<file path="config.mk">
export PLATFORM = sky130hd
export DESIGN_NAME = rv_iommu_reg_field
export DESIGN_NICKNAME = d
export VERILOG_FILES = /design/src/rtl/rv_iommu_field_pkg.sv /design/src/rtl/rv_iommu_reg_field_arb.sv /design/src/rtl/rv_iommu_reg_field.sv
export SDC_FILE = /design/constraint.sdc
export NUM_CORES = 1
export LEC_CHECK = 0
export BUFFER_PORTS_ARGS = -buffer_cell sky130_fd_sc_hd__buf_2
export CORE_MARGIN = 2
export CORE_UTILIZATION = 40
export CTS_BUF_LIST = sky130_fd_sc_hd__clkbuf_16
export CTS_CLUSTER_SIZE = 10
export DETAILED_ROUTE_END_ITERATION = 12
export HOLD_SLACK_MARGIN = 0.08
export MAX_ROUTING_LAYER = met4
export PLACE_DENSITY = 0.76
export RECOVER_POWER = 25
export SKIP_LAST_GASP = 1
export SLEW_MARGIN = 10
export SYNTH_ARGS = -nofsm -noshare
export SYNTH_HDL_FRONTEND = slang
export SYNTH_SLANG_ARGS = --single-unit
</file>
<file path="constraint.sdc">
create_clock -name clk_i -period 1.15 [get_ports clk_i]
set_input_delay 0.115 -clock clk_i [delete_from_list [all_inputs] [get_ports clk_i]]
set_output_delay 0.115 -clock clk_i [all_outputs]
set_load 0.005 [all_outputs]
</file>
<file path="src/rtl/rv_iommu_field_pkg.sv">
// Shared types and helpers for IOMMU register fields: the SW access
// permission code and predicates derived from it.
package rv_iommu_field_pkg;

    typedef enum logic [2:0] {
        SwAccessRW  = 3'd0,
        SwAccessRO  = 3'd1,
        SwAccessWO  = 3'd2,
        SwAccessW1C = 3'd3,
        SwAccessW1S = 3'd4,
        SwAccessW0C = 3'd5,
        SwAccessRC  = 3'd6
    } sw_access_e;

    // Anything not listed is treated as read-only by the field logic.
    function automatic logic sw_writable(sw_access_e acc);
        case (acc)
            SwAccessRW, SwAccessWO, SwAccessW1C,
            SwAccessW1S, SwAccessW0C: return 1'b1;
            default:                  return 1'b0;
        endcase
    endfunction

    function automatic logic sw_readable(sw_access_e acc);
        return (acc != SwAccessWO);
    endfunction

    function automatic logic sw_legal(sw_access_e acc);
        case (acc)
            SwAccessRW, SwAccessRO, SwAccessWO, SwAccessW1C,
            SwAccessW1S, SwAccessW0C, SwAccessRC: return 1'b1;
            default:                              return 1'b0;
        endcase
    endfunction

endpackage

</file>
<file path="src/rtl/rv_iommu_reg_field_arb.sv">
// Combinational next-value and update-enable selection for one register
// field, merging a pre-qualified SW write with the HW update path.
module rv_iommu_reg_field_arb
    import rv_iommu_field_pkg::*;
#(
    parameter int         DATA_WIDTH = 32,
    parameter sw_access_e SWACCESS   = SwAccessRW
) (
    input  logic [DATA_WIDTH-1:0] q,
    input  logic                  sw_we,
    input  logic [DATA_WIDTH-1:0] wd,
    input  logic                  re,
    input  logic                  de,
    input  logic [DATA_WIDTH-1:0] d,
    output logic [DATA_WIDTH-1:0] ds,
    output logic                  wr_en
);

    localparam logic [DATA_WIDTH-1:0] ALL_ZERO = {DATA_WIDTH{1'b0}};
    localparam logic [DATA_WIDTH-1:0] ALL_ONE  = {DATA_WIDTH{1'b1}};

    logic [DATA_WIDTH-1:0] base;

    // Next value per access type; unknown codes fall back to read-only.
    always_comb begin
        base  = de ? d : q;
        ds    = base;
        wr_en = de;
        case (SWACCESS)
            SwAccessRW, SwAccessWO: begin
                if (sw_we) begin
                    ds = wd;
                end else begin
                    ds = base;
                end
                wr_en = sw_we | de;
            end
            SwAccessW1C: begin
                ds    = base & (sw_we ? ~wd : ALL_ONE);
                wr_en = sw_we | de;
            end
            SwAccessW1S: begin
                ds    = base | (sw_we ? wd : ALL_ZERO);
                wr_en = sw_we | de;
            end
            SwAccessW0C: begin
                ds    = base & (sw_we ? wd : ALL_ONE);
                wr_en = sw_we | de;
            end
            SwAccessRC: begin
                // Read-clear beats a coincident HW set; that HW value is dropped.
                ds    = re ? ALL_ZERO : base;
                wr_en = re | de;
            end
            default: begin
                ds    = base;
                wr_en = de;
            end
        endcase
    end

endmodule

</file>
<file path="src/rtl/rv_iommu_reg_field.sv">
// One SW/HW-shared IOMMU register field: storage flops, write-lock gating,
// write strobe and write-error pulse, and SW read-back.
module rv_iommu_reg_field
    import rv_iommu_field_pkg::*;
#(
    parameter int                    DATA_WIDTH = 32,
    parameter sw_access_e            SWACCESS   = SwAccessRW,
    parameter logic [DATA_WIDTH-1:0] RESVAL     = {DATA_WIDTH{1'b0}}
) (
    input  logic                  clk_i,
    input  logic                  rst_ni,
    input  logic                  we_i,
    input  logic [DATA_WIDTH-1:0] wd_i,
    input  logic                  re_i,
    input  logic                  lock_i,
    input  logic                  de_i,
    input  logic [DATA_WIDTH-1:0] d_i,
    output logic                  qe_o,
    output logic [DATA_WIDTH-1:0] q_o,
    output logic [DATA_WIDTH-1:0] ds_o,
    output logic [DATA_WIDTH-1:0] qs_o,
    output logic                  err_o
);

    localparam logic WRITABLE = sw_writable(SWACCESS);
    localparam logic READABLE = sw_readable(SWACCESS);

    if (!sw_legal(SWACCESS)) begin : g_bad_access
        $error("rv_iommu_reg_field: illegal SWACCESS code");
    end

    logic [DATA_WIDTH-1:0] q_r;
    logic                  qe_r;
    logic                  err_r;
    logic                  sw_we;
    logic                  sw_err;
    logic [DATA_WIDTH-1:0] ds;
    logic                  wr_en;

    assign sw_we  = we_i & ~lock_i & WRITABLE;
    assign sw_err = we_i & (lock_i | ~WRITABLE);

    rv_iommu_reg_field_arb #(
        .DATA_WIDTH (DATA_WIDTH),
        .SWACCESS   (SWACCESS)
    ) u_arb (
        .q     (q_r),
        .sw_we (sw_we),
        .wd    (wd_i),
        .re    (re_i),
        .de    (de_i),
        .d     (d_i),
        .ds    (ds),
        .wr_en (wr_en)
    );

    // Field storage plus the strobe/error pulses aligned with it.
    always_ff @(posedge clk_i or negedge rst_ni) begin
        if (!rst_ni) begin
            q_r   <= RESVAL;
            qe_r  <= 1'b0;
            err_r <= 1'b0;
        end else begin
            if (wr_en) begin
                q_r <= ds;
            end
            qe_r  <= sw_we;
            err_r <= sw_err;
        end
    end

    assign q_o   = q_r;
    assign qe_o  = qe_r;
    assign err_o = err_r;
    assign ds_o  = ds;
    assign qs_o  = READABLE ? q_r : {DATA_WIDTH{1'b0}};

endmodule

</file>
[After elaboration in Yosys (flattened, before gate mapping)]
Index checks and enable logic that the tools add are counted.
Operators by class
  muxes and demuxes: 2
  bitwise operators: 4
Operators with widths (number)
  32-bit two-way mux: 2
  1-bit AND: 2
  1-bit inverter: 1
  1-bit OR: 1
Storage, ports and cells
  input port bits: 70
  output and inout port bits: 98
  register bits after elaboration: 34

[Longest topological paths before layout]
Gate-level depths: netlist (run 1).
  depth after elaboration: 3
  mapped depth: 4

[Hierarchy]
A second synthesis (run 1) with hierarchy kept.
Unflattened totals
  cells, all modules: 212
  area, all modules: 2359.8 sq um
Modules (own cells, without submodules)
  rv_iommu_reg_field: times used 1, area each 1647.8 sq um, sequential area each 850.8 sq um, cells an instance 104
  rv_iommu_reg_field_arb: times used 1, area each 711.9 sq um, sequential area each 0.0 sq um, cells an instance 108

[Worst setup path before layout (run 1)]
OpenSTA, ideal clock, no wires.
  kind: input to output
  from: in de_i
  to: out ds_o[10]
  arrival: 927 ps
  slack: 108 ps
  required time: 1035 ps
  cell stages on the path: 4
  path through: buf_6 > buf_12 > mux2_4 > mux2_4
On the way
  longest elaborated chain between the ends: 2
Ends and longest elaborated chain
  from (decl): RTL line rv_iommu_reg_field.sv:16  | input logic de_i,
  32-bit two-way mux: RTL line rv_iommu_reg_field_arb.sv:26  | base = de ? d : q;
  32-bit two-way mux: RTL line rv_iommu_reg_field_arb.sv:31  | if (sw_we) begin
  to (decl): RTL line rv_iommu_reg_field.sv:20  | output logic [DATA_WIDTH-1:0] ds_o,
Every way passes these cells.

[Final worst setup path (run 1)]
  from: reg q_r[7], in the netlist q_o[7]
  to: out ds_o[7]
On the way
  longest elaborated chain between the ends: 2
Ends and longest elaborated chain
  from (decl): RTL line rv_iommu_reg_field.sv:32  | logic [DATA_WIDTH-1:0] q_r;
  from (signal assigned): RTL line rv_iommu_reg_field.sv:65  | q_r <= ds;
  32-bit two-way mux: RTL line rv_iommu_reg_field_arb.sv:26
  32-bit two-way mux: RTL line rv_iommu_reg_field_arb.sv:31
Every way passes these cells.

==> results of run 1 <==
## metal layers
metal | global-route usage (%) | wire, um
met5 | - | 0
met4 | 4.33 | 58
met3 | 3.31 | 435
met2 | 33.0 | 3590
met1 | 19.4 | 2420
## state kept, by name (all words and copies together), names as in the netlist
register	count
q_o	32
err_o	1
qe_o	1
## worst reg2reg max path, stage by stage, from the launching register on
cell and delay, ns:
dfrtp_1 0.39, mux2_4 0.28, buf_4 0.13, mux2_4 0.25
## metrics by stage
| step | TNS (ns) | utilization, % | std cells | total power [mW] | hold slack (ns) |
|---|---|---|---|---|---|
| after floorplan | 0 | - | 176 | 2.48 | -0.181 |
| after global placement | -3.51 | 55.3 | 409 | 3.01 | 0.0766 |
| after detailed placement | -4.08 | 55.3 | 409 | 3.05 | 0.0789 |
| after CTS | -8.78 | 63.4 | 441 | 4.62 | 0.0822 |
| after global routing | -10.19 | 65.2 | 449 | 4.95 | 0.0847 |
| final | -8.75 | 65.2 | 449 | 4.69 | 0.0885 |
## layout make-up
cell class | instances | share of cell area, %
tap | 77 | 2.31
clock buffer | 5 | 3.00
clock inverter | 2 | 0.180
inverter | 1 | 0.0901
sequential | 34 | 20.4
timing repair buffer | 232 | 39.1
multi-input combinational | 98 | 34.9
## worst max-delay path by stage
| stage | end | slack (ns) | depth (start not counted) | from |
|---|---|---|---|---|
| finish | ds_o[7] | -0.30 | 3 | q_o[7] |
| global route | ds_o[3] | -0.33 | 3 | q_o[3] |
| CTS | ds_o[8] | -0.30 | 3 | q_o[8] |
| detailed placement | ds_o[0] | -0.16 | 5 | de_i |
| global placement | ds_o[0] | -0.15 | 5 | de_i |
| floorplan | ds_o[10] | 0.11 | 4 | de_i |
## placed cells by master, fill, tap and decap left out, types with 2 or more instances in the layout
cell type / Yosys / routed
buf_12: 3 / 4
dfrtp_1: 34 / 34
dlygate4sd3_1: 0 / 2
mux2_4: 90 / 94
mux2_2: 6 / 2
clkbuf_16: 0 / 5
buf_4: 37 / 50
inv_1: 1 / 3
buf_2: 1 / 131
buf_6: 2 / 43
## kinds of logic after synthesis
| family | count (synthesis) | share of synthesized area [%] |
|---|---|---|
| muxes | 96 | 53.5 |
| buffers and inverters | 44 | 13.9 |
| DFF | 34 | 32.1 |
| and+or+nand+nor | 2 | 0.472 |
## power breakdown
part	switching (mW)	internal (mW)	leakage [nW]
clock network	0.446	0.772	0.0723
registers	0.0814	1.34	0.399
logic	0.652	1.40	1.91
total	1.18	3.51	2.39
## timing repair
item	in CTS	in global routing
endpoints found under the setup margin	32	43
hold endpoints to repair	16	0
gates resized for setup	32	15
buffers inserted	23	12
hold buffers	2	0
gates cloned	0	0
==> metrics.md, run 1 <==
| Metric | Value |
|---|---|
| Worst-path fanout max | 2 |
| Post-Syn Nets | between 200 and 250 |
| Avg Cell Area, Syn | 15.1 um^2 |
| Number of synthesized flops with an enable pin | 0 |
| Total length of routed wires | 6.51 mm |
| Placed wire-length estimate | around 4.4 mm |
| Final hold vios | 0 |
| Die width | 85.4 um |
| Post-synth top cells | mux2_4, buf_4, dfrtp_1 |
| Place WS | -0.160 ns |
| Max Slew Vio Count | 0 |
| Slew margin rel. | 72.3% |
| Tot GR Track Use | 17.8% |
| Largest net degree at the start of global routing | 35 |
| Crit-path leading delay family | multiplexers |
| TritonCTS Buffers | 5 |
| Sink Count | 34 |
| Syn Std Cell Area | 0.00265 mm^2 |
| Count leader, synth | mux2_4 |
| P&R area growth vs syn | 57.1% |
| Crit path cell chain | mux2_4 > mux2_4 > buf_6 |
| Initial DRC count | 18 |
| Worst Hold Depth | 2 |
| Reg2Reg Launch Point | q_o[25] |
| Multi-input logic area | 0.00145 mm^2 |
| CTS max path bufs | 2 |
| Vias in the first global route | 2171 |
| Tmin final | 1.45 ns |
| FF-to-FF setup slack | -0.02 ns |
| Area after DPL | ~0.0035 mm^2 |
| Reg2reg end | q_o[25] |
| Slew @ Worst Pin | between 0.4 and 0.5 ns |
| CP peak stage delay | 0.39 ns |
| Hold EP | q_o[5] |
| Routed vias | 2086 |
| Initial antenna violation count | 0 |
| CTS tree | yes |
| Synth unique cells | 10 |
| Crit-path most repeated cell | mux2_4 |
| Fmax | 691 MHz |
| Critical Path AT | 1.33 ns |
| Synthesized netlist cell count | 176 |
| Maxcap violations | 0 |
| Reg area | 851 um^2 |
| Starting Density | roughly 42% |
| PD cells | 1130 mW/mm^2 |
| Post-DRT Antenna Nets | 0 |
| Seq/Total Area, Yosys | 32.1% |
| N_diodes | 0 |
| Async set or reset register ratio after synthesis | 100% |
| Core area | 0.00639 mm^2 |
| CP Class | flop to output pin |
| GPL Wtd Cong | 0.705 |
| Die Ht | 85.4 um |
| Crit path capture type | output pin |
| Design area | 0.00417 mm^2 |
| Hold Path Class | input pin to flop |
| CTS root buf | clkbuf_16 |
| Synth area leaders | mux2_4, dfrtp_1, buf_4 |
| Layout cells sized above 1 | 89.2% |
| Nature of the critical path startpoint | flop |
| Clk_lat worst skew | 0.27 ns |
| Worst Skew | 0 ns |
| Top cell type's share of synthesized area | 51.0% |
| Static Leakage | between 2 and 2.5 nW |
| Drt drc | 0 |
| Nets | between 400 and 500 |
| Failing checks | negative setup slack |
| Fillers | 500 |
| Top FF cell, synth | dfrtp_1 |
| Peak supply drop | 0.668 mV |
| Final Worst Setup Slack | -0.298 ns |
| Hold wc startpoint | wd_i[5] |
| Yosys top cell by area | mux2_4 |
| Pre-Repair DR Iteration Count | 3 |
| Post-synthesis register bit count | 34 |
| Crit share post-route | 126% |
| Setup violators final | 35 |
| Slowest CP cell | dfrtp_1 |
| H-tree Lvls | 2 |
| Die area | 0.00730 mm^2 |
| Top Ports | 168 |
| # rows | 29 |
| Grt ovf | 0 |
| YS warnings | 0 |
| Drt wl/cell | 14.5 um |
| Drt via density | 4.65 |
| Crit path buffers/inverters | 1 |
| Port Buffers | 166 |
| First-pass GRT wire length | a little under 10 mm |
| Clock transition at path regs | 0.05 ns |
| Req. time, crit path | 1.03 ns |
| Status | complete, but fails checks |
| Reg2Reg Depth | 3 |
| Unrepaired setup endpoints after global routing | yes |
Power figures use the tool's default switching activity.
==> inputs of run 2 (changes only) <==
--- a/config.mk
+++ b/config.mk
@@ -15,6 +15,7 @@
 export MAX_ROUTING_LAYER = met4
 export PLACE_DENSITY = 0.76
 export RECOVER_POWER = 25
+export SETUP_SLACK_MARGIN = 0.02
 export SKIP_LAST_GASP = 1
 export SLEW_MARGIN = 10
 export SYNTH_ARGS = -nofsm -noshare
==> metrics.md, run 2 (synthesis gave the netlist of run 1 again) <==
| Metric | Value |
|---|---|
| Status | complete, but fails checks |
| Failing checks | negative setup slack |
| First-pass GRT wire length | 9.95 mm (unchanged) |
| Commonest non-fill, non-tap cell in the layout | buf_2 |
| Max FFs per register | 32 (unchanged) |
| Hold EP | q_o[6] |
| Hold wc startpoint | wd_i[6] |
| Final Worst Setup Slack | -0.293 ns (+0.00451 ns) |
| Pre-Repair DR Iteration Count | 4 (+1) |
| Initial DRC count | 19 (+1) |
| Comb pwr share | 43.8% (about the same) |
| Crit share post-route | 125% (-0.39 points) |
| CTS max path bufs | 2 (unchanged) |
| Reg2reg end | q_o[25] |
| Tot GR Track Use | 17.8% (unchanged) |
| Grt peak-use layer | met2 |
| PD cells | 1120 mW/mm^2 (-0.16%) |
| Drt via density | 4.66 (+0.27%) |
| Clk_lat worst skew | 0.27 ns (about the same) |
| GPL Wtd Cong | 0.705 (unchanged) |
| Met1 Resource Use GR | 19.4% (unchanged) |
| Post-DRT Antenna Nets | 0 (unchanged) |
| P_sw | 1.18 mW (about the same) |
| CTS root buf | clkbuf_16 |
| Tot Pwr | 4.69 mW (+0.11%) |
| Setup_tns | -8.73 ns (+0.0164 ns) |
| Slew @ Worst Pin | 0.416 ns (+0.000569 ns) |
| Die width | 85.4 um (unchanged) |
| Worst Skew | 0 ns (unchanged) |
| Layout cells sized above 1 | 89.2% (about the same) |
| Die area | 0.00730 mm^2 (unchanged) |
| Worst Hold Depth | 2 (unchanged) |
| Tmin final | 1.44 ns (-0.00451 ns) |
| Initial antenna violation count | 0 (unchanged) |
| Sw Ratio | 25.1% (about the same) |
| CP Class | flop to output pin |
| Routed vias | 2087 (+0.048%) |
| N_diodes | 0 (unchanged) |
| Peak supply drop | 0.669 mV (about the same) |
| Clock transition at path regs | 0.05 ns (about the same) |
| Top Ports | 168 (unchanged) |
| # rows | 29 (unchanged) |
| Reg2Reg Launch Point | q_o[25] |
| Total length of routed wires | 6.52 mm (+0.26%) |
| Nature of the critical path startpoint | flop |
| Sink Count | 34 (unchanged) |
| H-tree Lvls | 2 (unchanged) |
| Maxcap violations | 0 (unchanged) |
| P&R area growth vs syn | 57.5% |
| Slew margin rel. | 72.3% (about the same) |
| Fmax | 693 MHz (+0.31%) |
| Core area | 0.00639 mm^2 (unchanged) |
| Met2 usage | 33.0% (unchanged) |
| Max Slew Vio Count | 0 (unchanged) |
| Static Leakage | 2.39 nW (about the same) |
| Int Power | 3.51 mW (+0.14%) |
| Place WS | -0.160 ns (unchanged) |
| Unrepaired setup endpoints after global routing | yes |
| Worst hold slack | 0.0880 ns (-0.000506 ns) |
| Crit path capture type | output pin |
| Placed wire-length estimate | 4.43 mm (unchanged) |
| Met3 global-route usage | 3.31% (unchanged) |
| Setup violators final | 35 (unchanged) |
| Largest net degree at the start of global routing | 35 (unchanged) |
| Final core occ | 65.4% (+0.18 points) |
| Req. time, crit path | 1.03 ns (about the same) |
| Starting Density | 41.5% (unchanged) |
| Grt ovf | 0 (unchanged) |
| Drt drc | 0 (unchanged) |
| Commonest non-fill, non-tap cells in the layout | buf_2, mux2_4, buf_4 |
| TritonCTS Buffers | 5 (unchanged) |
| Reg power frac | 30.3% (about the same) |
| Die Ht | 85.4 um (unchanged) |
| Drt wl/cell | 14.6 um (+0.49%) |
| CTS tree | yes |
| Clock power share | 25.9% (about the same) |
| Fillers | 496 (-0.80%) |
| Hold Path Class | input pin to flop |
| Final hold vios | 0 (unchanged) |
| Vias in the first global route | 2171 (unchanged) |
| Nets | 441 (-0.23%) |
| Reg2Reg Depth | 3 (unchanged) |
| Critical Path AT | 1.33 ns (about the same) |
| Worst-path fanout max | 2 (unchanged) |
| FF-to-FF setup slack | -0.02 ns (about the same) |
| Port Buffers | 166 (unchanged) |
## run 2: changes by cell type in the layout (fill, tap and decap cells not counted), sizes merged
cell,change
buf,+1
clkbuf,-2
## run 2: power groups by stage
stage | combinational (mW) | sequential [mW] | clock [mW]
2_1_floorplan | 1.01 | 1.47 | 0
3_3_place_gp | 1.58 | 1.44 | 0
3_5_place_dp | 1.61 | 1.44 | 0
4_1_cts | 1.95 | 1.42 | 1.26
5_1_grt | 2.19 | 1.44 | 1.32
6_report | 2.06 | 1.42 | 1.22
## run 2: through the flow
| step | cells | area (um^2) |
|---|---|---|
| 2_1_floorplan | 176 | 2650 |
| 3_3_place_gp | 409 | 3530 |
| 3_5_place_dp | 409 | 3530 |
| 4_1_cts | 441 | 4050 |
| 5_1_grt | 448 | 4180 |
| 6_report | 448 | 4180 |
## run 2: timing repair
action,in CTS,in global routing
endpoints found under the setup margin,32,44
resized for setup,32,16
hold buffers,2,0
hold endpoints to repair,16,0
buffers inserted,23,12
## run 2: critical path: stages, from the launching register on
cell and delay, ns:
dfrtp_1 0.39, mux2_4 0.28, mux2_4 0.27, buf_6 0.11
## run 2: worst max path at each step
stage	end	depth (start not counted)	start	slack, ns
after floorplan	ds_o[10]	4	de_i	0.11
after global placement	ds_o[0]	5	de_i	-0.15
after detailed placement	ds_o[0]	5	de_i	-0.16
after CTS	ds_o[8]	3	q_o[8]	-0.30
after global routing	ds_o[3]	3	q_o[3]	-0.33
final	ds_o[7]	3	q_o[7]	-0.29
## run 2: layer usage
metal,vias to the layer above,share of wire [%],routed length [um]
li1,973,-,-
met1,1013,38,2460
met2,95,55,3580
met3,6,6.6,430
met4,0,0.89,58
met5,-,0,0
## run 2: layout make-up
| cell class | count | area, um^2 | area share, % |
|---|---|---|---|
| well taps | 77 | 96.3 | 2.31 |
| clock buffers | 5 | 125 | 3.00 |
| clock inverters | 2 | 7.51 | 0.180 |
| multi-input cells | 98 | 1450 | 34.8 |
| repair buffers | 231 | 1640 | 39.2 |
| inverters | 1 | 3.75 | 0.0899 |
| flip-flops and latches | 34 | 851 | 20.4 |
